File: config.mk
export PLATFORM = sky130hd
export DESIGN_NAME = cdb_arbiter
export DESIGN_NICKNAME = d
export VERILOG_FILES = /design/src/rtl/cdb_arbiter.sv
export SDC_FILE = /design/constraint.sdc
export NUM_CORES = 1
export LEC_CHECK = 0
export CAP_MARGIN = 30
export CORE_MARGIN = 10
export CORE_UTILIZATION = 49
export CTS_BUF_LIST = sky130_fd_sc_hd__clkbuf_16
export CTS_CLUSTER_DIAMETER = 200
export DETAILED_ROUTE_END_ITERATION = 12
export PLACE_DENSITY = 0.71
export SYNTH_ARGS = -nofsm -noshare
export SYNTH_HDL_FRONTEND = slang
export SYNTH_SLANG_ARGS = --single-unit
File: constraint.sdc
create_clock -name clk -period 9.9 [get_ports clk]
set_input_delay 1.98 -clock clk [delete_from_list [all_inputs] [get_ports clk]]
set_output_delay 1.98 -clock clk [all_outputs]
set_load 0.05 [all_outputs]
File: src/rtl/cdb_arbiter.sv
// cdb_arbiter: per-FU result buffers arbitrated round-robin onto CDB_PORTS registered broadcast ports.
// Define CDB_ARB_BYPASS_EN to let an empty buffer's incoming result compete in the handshake cycle.
module cdb_arbiter #(
  parameter int NUM_FU    = 4,
  parameter int CDB_PORTS = 2,
  parameter int PHYS_BITS = 6,
  parameter int ROB_BITS  = 5
) (
  input  logic                  clk,
  input  logic                  rst,
  input  logic                  flush,
  input  logic [NUM_FU-1:0]     fu_valid,
  output logic [NUM_FU-1:0]     fu_ready,
  input  logic [PHYS_BITS-1:0]  fu_pd    [NUM_FU],
  input  logic [31:0]           fu_data  [NUM_FU],
  input  logic [ROB_BITS-1:0]   fu_rob   [NUM_FU],
  output logic [CDB_PORTS-1:0]  cdb_valid,
  output logic [PHYS_BITS-1:0]  cdb_pd   [CDB_PORTS],
  output logic [31:0]           cdb_data [CDB_PORTS],
  output logic [ROB_BITS-1:0]   cdb_rob  [CDB_PORTS]
);
  localparam int PW = NUM_FU > 1 ? $clog2(NUM_FU) : 1;
  logic [NUM_FU-1:0]    r_full, w_cand, w_grant, w_byp, w_load;
  logic [PHYS_BITS-1:0] r_pd   [NUM_FU];
  logic [31:0]          r_data [NUM_FU];
  logic [ROB_BITS-1:0]  r_rob  [NUM_FU];
  logic [PW-1:0]        r_ptr, w_ptr_nxt, w_idx;
  logic [CDB_PORTS-1:0] w_cv;
  logic [PHYS_BITS-1:0] w_cpd   [CDB_PORTS];
  logic [31:0]          w_cdata [CDB_PORTS];
  logic [ROB_BITS-1:0]  w_crob  [CDB_PORTS];
`ifdef CDB_ARB_BYPASS_EN
  assign w_byp = ~r_full & fu_valid & {NUM_FU{~flush}};
`else
  assign w_byp = '0;
`endif
  assign w_cand   = r_full | w_byp;
  assign fu_ready = {NUM_FU{~flush}} & (~r_full | (w_grant & r_full));
  assign w_load   = fu_valid & fu_ready & ~(w_byp & w_grant);
  // Port k takes the k-th candidate in scan order starting at r_ptr.
  always_comb begin
    w_grant   = '0;
    w_cv      = '0;
    w_ptr_nxt = r_ptr;
    w_idx     = '0;
    for (int k = 0; k < CDB_PORTS; k++) begin
      w_cpd[k]   = '0;
      w_cdata[k] = '0;
      w_crob[k]  = '0;
      for (int j = 0; j < NUM_FU; j++) begin
        w_idx = PW'((int'(r_ptr) + j) % NUM_FU);
        if (!w_cv[k] && w_cand[w_idx] && !w_grant[w_idx]) begin
          w_cv[k]        = 1'b1;
          w_grant[w_idx] = 1'b1;
          w_cpd[k]       = r_full[w_idx] ? r_pd[w_idx]   : fu_pd[w_idx];
          w_cdata[k]     = r_full[w_idx] ? r_data[w_idx] : fu_data[w_idx];
          w_crob[k]      = r_full[w_idx] ? r_rob[w_idx]  : fu_rob[w_idx];
          w_ptr_nxt      = PW'((int'(w_idx) + 1) % NUM_FU);
        end
      end
    end
  end
  always_ff @(posedge clk) begin
    if (rst) begin
      r_full    <= '0;
      r_ptr     <= '0;
      cdb_valid <= '0;
      for (int k = 0; k < CDB_PORTS; k++) begin
        cdb_pd[k]   <= '0;
        cdb_data[k] <= '0;
        cdb_rob[k]  <= '0;
      end
    end else begin
      for (int i = 0; i < NUM_FU; i++) begin
        if (flush) r_full[i] <= 1'b0;
        else if (w_load[i]) begin
          r_full[i] <= 1'b1;
          r_pd[i]   <= fu_pd[i];
          r_data[i] <= fu_data[i];
          r_rob[i]  <= fu_rob[i];
        end else if (w_grant[i]) r_full[i] <= 1'b0;
      end
      cdb_valid <= flush ? '0 : w_cv;
      if (!flush) begin
        r_ptr <= w_ptr_nxt;
        for (int k = 0; k < CDB_PORTS; k++) begin
          cdb_pd[k]   <= w_cpd[k];
          cdb_data[k] <= w_cdata[k];
          cdb_rob[k]  <= w_crob[k];
        end
      end
    end
  end
endmodule

# Word level (Yosys, flattened, before mapping)
# Memories as Yosys holds them, arrays and structs flattened. A register that Yosys moved wholly into a read port is not among the register bits.
# Cells that the tools add are included.
# Widths: inputs -> output; s select.
# totals
register_bits,94
mem_bits_ro,0
input_bits,179
wordCells,247
output_inout_bits,92
latchBits,0
mem_bits_rw,172
memories,3
# op_classes
n_lt_le_gt_ge,12
n_eq_ne,0
mul,0
bitwise_logic,17
n_shift,0
addsub,6
div,0
n_reduce_logical,39
muxes,158
# mem_list
memory,depth,word_bits,read_ports,rd_clocked_by_memory_dff,write_ports,line,text
r_data,4,32,4,1,4,25,logic [31:0] r_data [NUM_FU];
r_pd,4,6,4,1,4,24,logic [PHYS_BITS-1:0] r_pd [NUM_FU];
r_rob,4,5,4,1,4,26,logic [ROB_BITS-1:0] r_rob [NUM_FU];
# ops
cell,n
$mux 32,20
$bmux 32 s2,4
$mux 6,20
$mux 5,20
$bmux 6 s2,4
$mux 1,48
$bmux 5 s2,4
$mux 4,8
$or 4x4->4,8
$mux 2,14
$bmux 1 s2,12
$logic_and 1x1->1,18
$logic_not 1->1,14
$and 4x4->4,3
$ge 3x3->1 const B,4
$lt 2x3->1 const B,4
$not 2->3,4
$add 2x1->2 const B,4
$demux 1 s2,4
$ge 2x1->1 const B,4
$reduce_bool 2->1,4
$reduce_bool 8->1,1
$add 2x2->2 const B,2
$not 4->4,1
other kinds (3),3

# Longest topological paths before layout
# depth
ltp_word,48
ltp_mapped,20
mapped_depth_nobuf,13

# Least setup slack after synthesis
# OpenSTA, ideal clock, no wires.
# synth_timing
path_type,reg-to-output
start,reg r_ptr[1]
end,out fu_ready[1]
path_slack_ns,2.375
arrival_ns,5.545
n_path_buf,5
stages_incl_launch_ff,19
cell_sequence,dfxtp_1 buf_6 inv_1 buf_1 buf_1 ha_1 buf_2 mux4_2 nor4b_2 a2111o_2 and2_1 mux4_2 o211a_1 o311ai_1 o2111a_1 o211ai_4 buf_6 o221a_2 nor2_1
# synth_between
elab_chain_cells,43
word_cells_on_any_way,99
cone_classes,add/sub: 3; order compare: 8; mux: 46; bitwise: 10; reduce/logical: 32
# synth_rtl
element,line,text
from (decl),27,"logic [PW-1:0] r_ptr, w_ptr_nxt, w_idx;"
from (signal assigned),85,r_ptr <= w_ptr_nxt;
$lt 2x3->1 (not written as such) (tied with other cells),54,w_grant[w_idx] = 1'b1;
$logic_and 1x1->1 (not written as such) / $mux 1 (equally long branches),"54, 52",
$mux 1 (not written as such) / $logic_not 1->1 (equally long branches),"54, 52",
$demux 1 s2 / $logic_and 1x1->1 (equally long branches),"54, 52",
$mux 4,52,if (!w_cv[k] && w_cand[w_idx] && !w_grant[w_idx]) begin
$bmux 1 s2,52,
$mux 1 (not written as such),52,
$logic_not 1->1,52,
[27 not listed],--,
$bmux 1 s2,52,
$mux 1 (not written as such),52,
$logic_not 1->1,52,
$logic_and 1x1->1,52,
$mux 4 (*),52,
$and 4x4->4 (*),38,assign fu_ready = {NUM_FU{~flush}} & (~r_full | (w_grant & r_full));
$or 4x4->4 (*),38,
$and 4x4->4 (*),38,
to (decl),13,"output logic [NUM_FU-1:0] fu_ready,"
# Every way passes the cells marked *; elsewhere a longest branch is shown, timed or not. The select of a mux whose other input is x is not followed.

# Worst setup path after layout
# layout_timing
start,reg r_ptr[1]
end,out fu_ready[3]
# The elaborated chain is that of the path after synthesis.

==> metrics.txt <==
slowest stage delay, CP 980 ps; Total Wirelength 63000 um; Final Setup Violations 0; cell-internal power 0.00344 W; H-tree depth 1; Core Box Area 38600 um2; # fillers 3090; post-synth top area share 0.271; Setup TNS 0 ps; Slew @ Worst Pin 1330 ps; leakage power 7.44 nW; most numerous cell in the Yosys netlist mux2i_1; Area growth syn-to-layout 21.1%; crit path launch type register; DR vias/cell 6.83; ys flop type edfxtp_1; Worst EP arrival 6710 ps; Worst Setup SP r_ptr[1]$_SDFFE_PP0N_; initial antenna violation count 1; Crit Path Class register to primary output; drt drc 0; DRT iter0 DRCs 1437; P per Cell Area 254 nW/um2; Die X 217 um; clock skew 11.2 ps; initial core utilization 0.495; largest net degree at the start of global routing 156; Warnings, synthesis 0; cell type with the largest total area after synthesis edfxtp_1; Longest Clk Path Bufs 3; FF-to-FF Start r_ptr[1]$_SDFFE_PP0N_; Final period util 0.878; clock power share 0.184; crit end category primary output; sequential area share after synthesis 0.371; status finished, final reports clean; number of synthesized flops with an enable pin 172; synth top area cells edfxtp_1, mux4_2, mux2i_1; Row Count 72; CTS tree built; Psw 0.00243 W; Die Span Y 217 um; hold path startpoint cdb_data[5]$_SDFFE_PP0N_; Comb pwr share 0.577; most instantiated cells after synthesis mux2i_1, mux4_2, edfxtp_1; first-pass GRT wire length 96200 um; maxcap violations 0; Critical Path Slowest Stage Cell mux4_2; relative slew slack 0.112; TritonCTS Buffers 29; R2R setup slack 2580 ps; Post-CTS Setup Bufs 0; Tmin final 8690 ps; Worst-path clk slew 60 ps; latest clock arrival within the worst-skew pair 580 ps; Detail Placement HPWL 42200 um; Min Hold Slack 496 ps; CTS sink cnt 268; Post-CTS Resized 0; detailed-route via count 15146; VDD IR max 284 uV; mean post-synth cell area 12.7 um2; global placement routability congestion 0.872; required time of the critical path 7920 ps; syn nets 1684; register bit total from synthesis 268; DR pass1 iterations 7; total gr overflow 0; Post-Synthesis Cells 1497; Sw Share 0.414; vias in the first global route 15689; Crit path top cell by count mux4_2; FFs w/ async S/R, synth 0; Fmax 0.115 GHz; crit path max fanout 30; Routed Antenna Nets 0; total track usage 0.260; Root Driver clkbuf_16; synthesized area 19100 um2; NumNets Final 1861; Cell variety after synth 59; share of cells above drive strength 1 0.220; Hold Fails Final Rpt 0; IO Port Bufs 270; Reg power frac 0.239; crit-path cells clkinv_2, ha_4, mux4_2, nor4b_2, a2111o_2, and2_1, mux4_2, o211a_1, o311ai_1, o2111a_1, o211ai_4, o221a_2, nor2_1, buf_12; RSZ-0062 raised after global routing false; post-cts hold buffer count 0; Wirelength per Cell 28.4 um; Die Area 47200 um2; Hold Path Class register to register; Top Ports 271; fin. max-slew vios 0
-- flip-flops by register name, indices dropped and copies added (netlist names), named ones only --
register   count
r_data       128
r_full         4
r_rob         20
cdb_valid      2
r_ptr          2
r_pd          24
cdb_data      64
cdb_rob       10
cdb_pd        12
-- kinds of logic (layout without fill, tap and decap cells) --
logic type,after synthesis,after routing,share of synthesized area
AO/OA/AOI/OAI,209,209,0.0887
flip-flops,268,268,0.371
AND/OR/NAND/NOR,399,399,0.118
other,0,1,0
adder cells (fa/ha/maj),8,8,0.00525
buffers and inverters,165,365,0.0365
multiplexers,448,448,0.380
-- metrics by stage --
stage | instance area (um2) | std cells | setup WS [ps] | util | power [W]
5_1_grt | 23100 | 2216 | 904 | 0.599 | 0.00615
6_report | 23100 | 2216 | 1210 | 0.599 | 0.00587
3_3_place_gp | 22100 | 2158 | 1800 | 0.574 | 0.00472
3_5_place_dp | 22200 | 2160 | 1780 | 0.575 | 0.00479
4_1_cts | 23100 | 2214 | 1150 | 0.599 | 0.00586
2_1_floorplan | 19100 | 1497 | 2380 | - | 0.00393
-- power groups by stage --
| stage | clock, W | combinational (W) | sequential (W) |
|---|---|---|---|
| CTS | 0.00109 | 0.00337 | 0.00140 |
| global placement | 0 | 0.00327 | 0.00145 |
| detailed placement | 0 | 0.00336 | 0.00143 |
| floorplan | 0 | 0.00236 | 0.00157 |
| finish | 0.00108 | 0.00339 | 0.00140 |
| global route | 0.00114 | 0.00359 | 0.00142 |
-- layout make-up --
| cell class | instances | area, um2 | share of cell area |
|---|---|---|---|
| Sequential cell | 268 | 7100 | 0.307 |
| Timing Repair Buffer | 298 | 3010 | 0.130 |
| Clock inverter | 25 | 195 | 0.00845 |
| Inverter | 13 | 52.6 | 0.00227 |
| Clock buffer | 29 | 726 | 0.0314 |
| Multi-Input combinational cell | 1064 | 11400 | 0.492 |
| Tap cell | 518 | 648 | 0.0280 |
| Antenna cell | 1 | 2.50 | 0.000108 |
-- critical path, delay by kind of cell (launching register included) --
family	cells	cell delay, ps
AO/OA/AOI/OAI	6	1830
adder cells (fa/ha/maj)	1	500
buffers and inverters	2	380
flip-flops	1	810
multiplexers	2	1780
AND/OR/NAND/NOR	3	820
-- routing by layer --
| layer | share of wire | routed length, um | track usage | up-vias |
|---|---|---|---|---|
| li1 | - | - | - | 6447 |
| met1 | 0.39 | 24700 | 0.334 | 7818 |
| met2 | 0.51 | 32000 | 0.445 | 772 |
| met3 | 0.074 | 4640 | 0.0373 | 109 |
| met4 | 0.027 | 1670 | 0.0799 | 0 |
| met5 | 0 | 0 | 0 | - |
-- path summary, 6_finish.rpt --
check,cells past startpoint,end
setup / recovery,14,fu_ready[3]
hold / removal,2,cdb_data[5]$_SDFFE_PP0N_
setup reg to reg,14,r_data[0][15]$_DFFE_PP_
hold reg to reg,2,cdb_data[5]$_SDFFE_PP0N_
-- cell usage in the layout, fill, tap and decap left out, types with 3 or more instances in the layout --
cell and instances:
a211oi_1 22, a21oi_1 23, and3_1 3, buf_12 6, buf_4 26, bufinv_16 3
clkbuf_16 29, clkdlybuf4s50_1 264, clkinv_1 5, clkinv_2 5, dfxtp_1 93, edfxtp_1 172
ha_1 7, inv_1 18, mux2_2 3, mux2i_1 224, mux4_2 220, nand2_1 43
nand2b_1 6, nand3_1 3, nor2_1 105, nor2_4 5, nor2b_1 87, nor3_1 71
nor3_2 43, nor4b_1 23, o2111ai_1 3, o211ai_1 4, o21a_1 3, o21ai_0 9
o221a_1 43, o221a_2 4, o221ai_1 15, o22ai_1 57
Power figures use the tool's default switching activity.
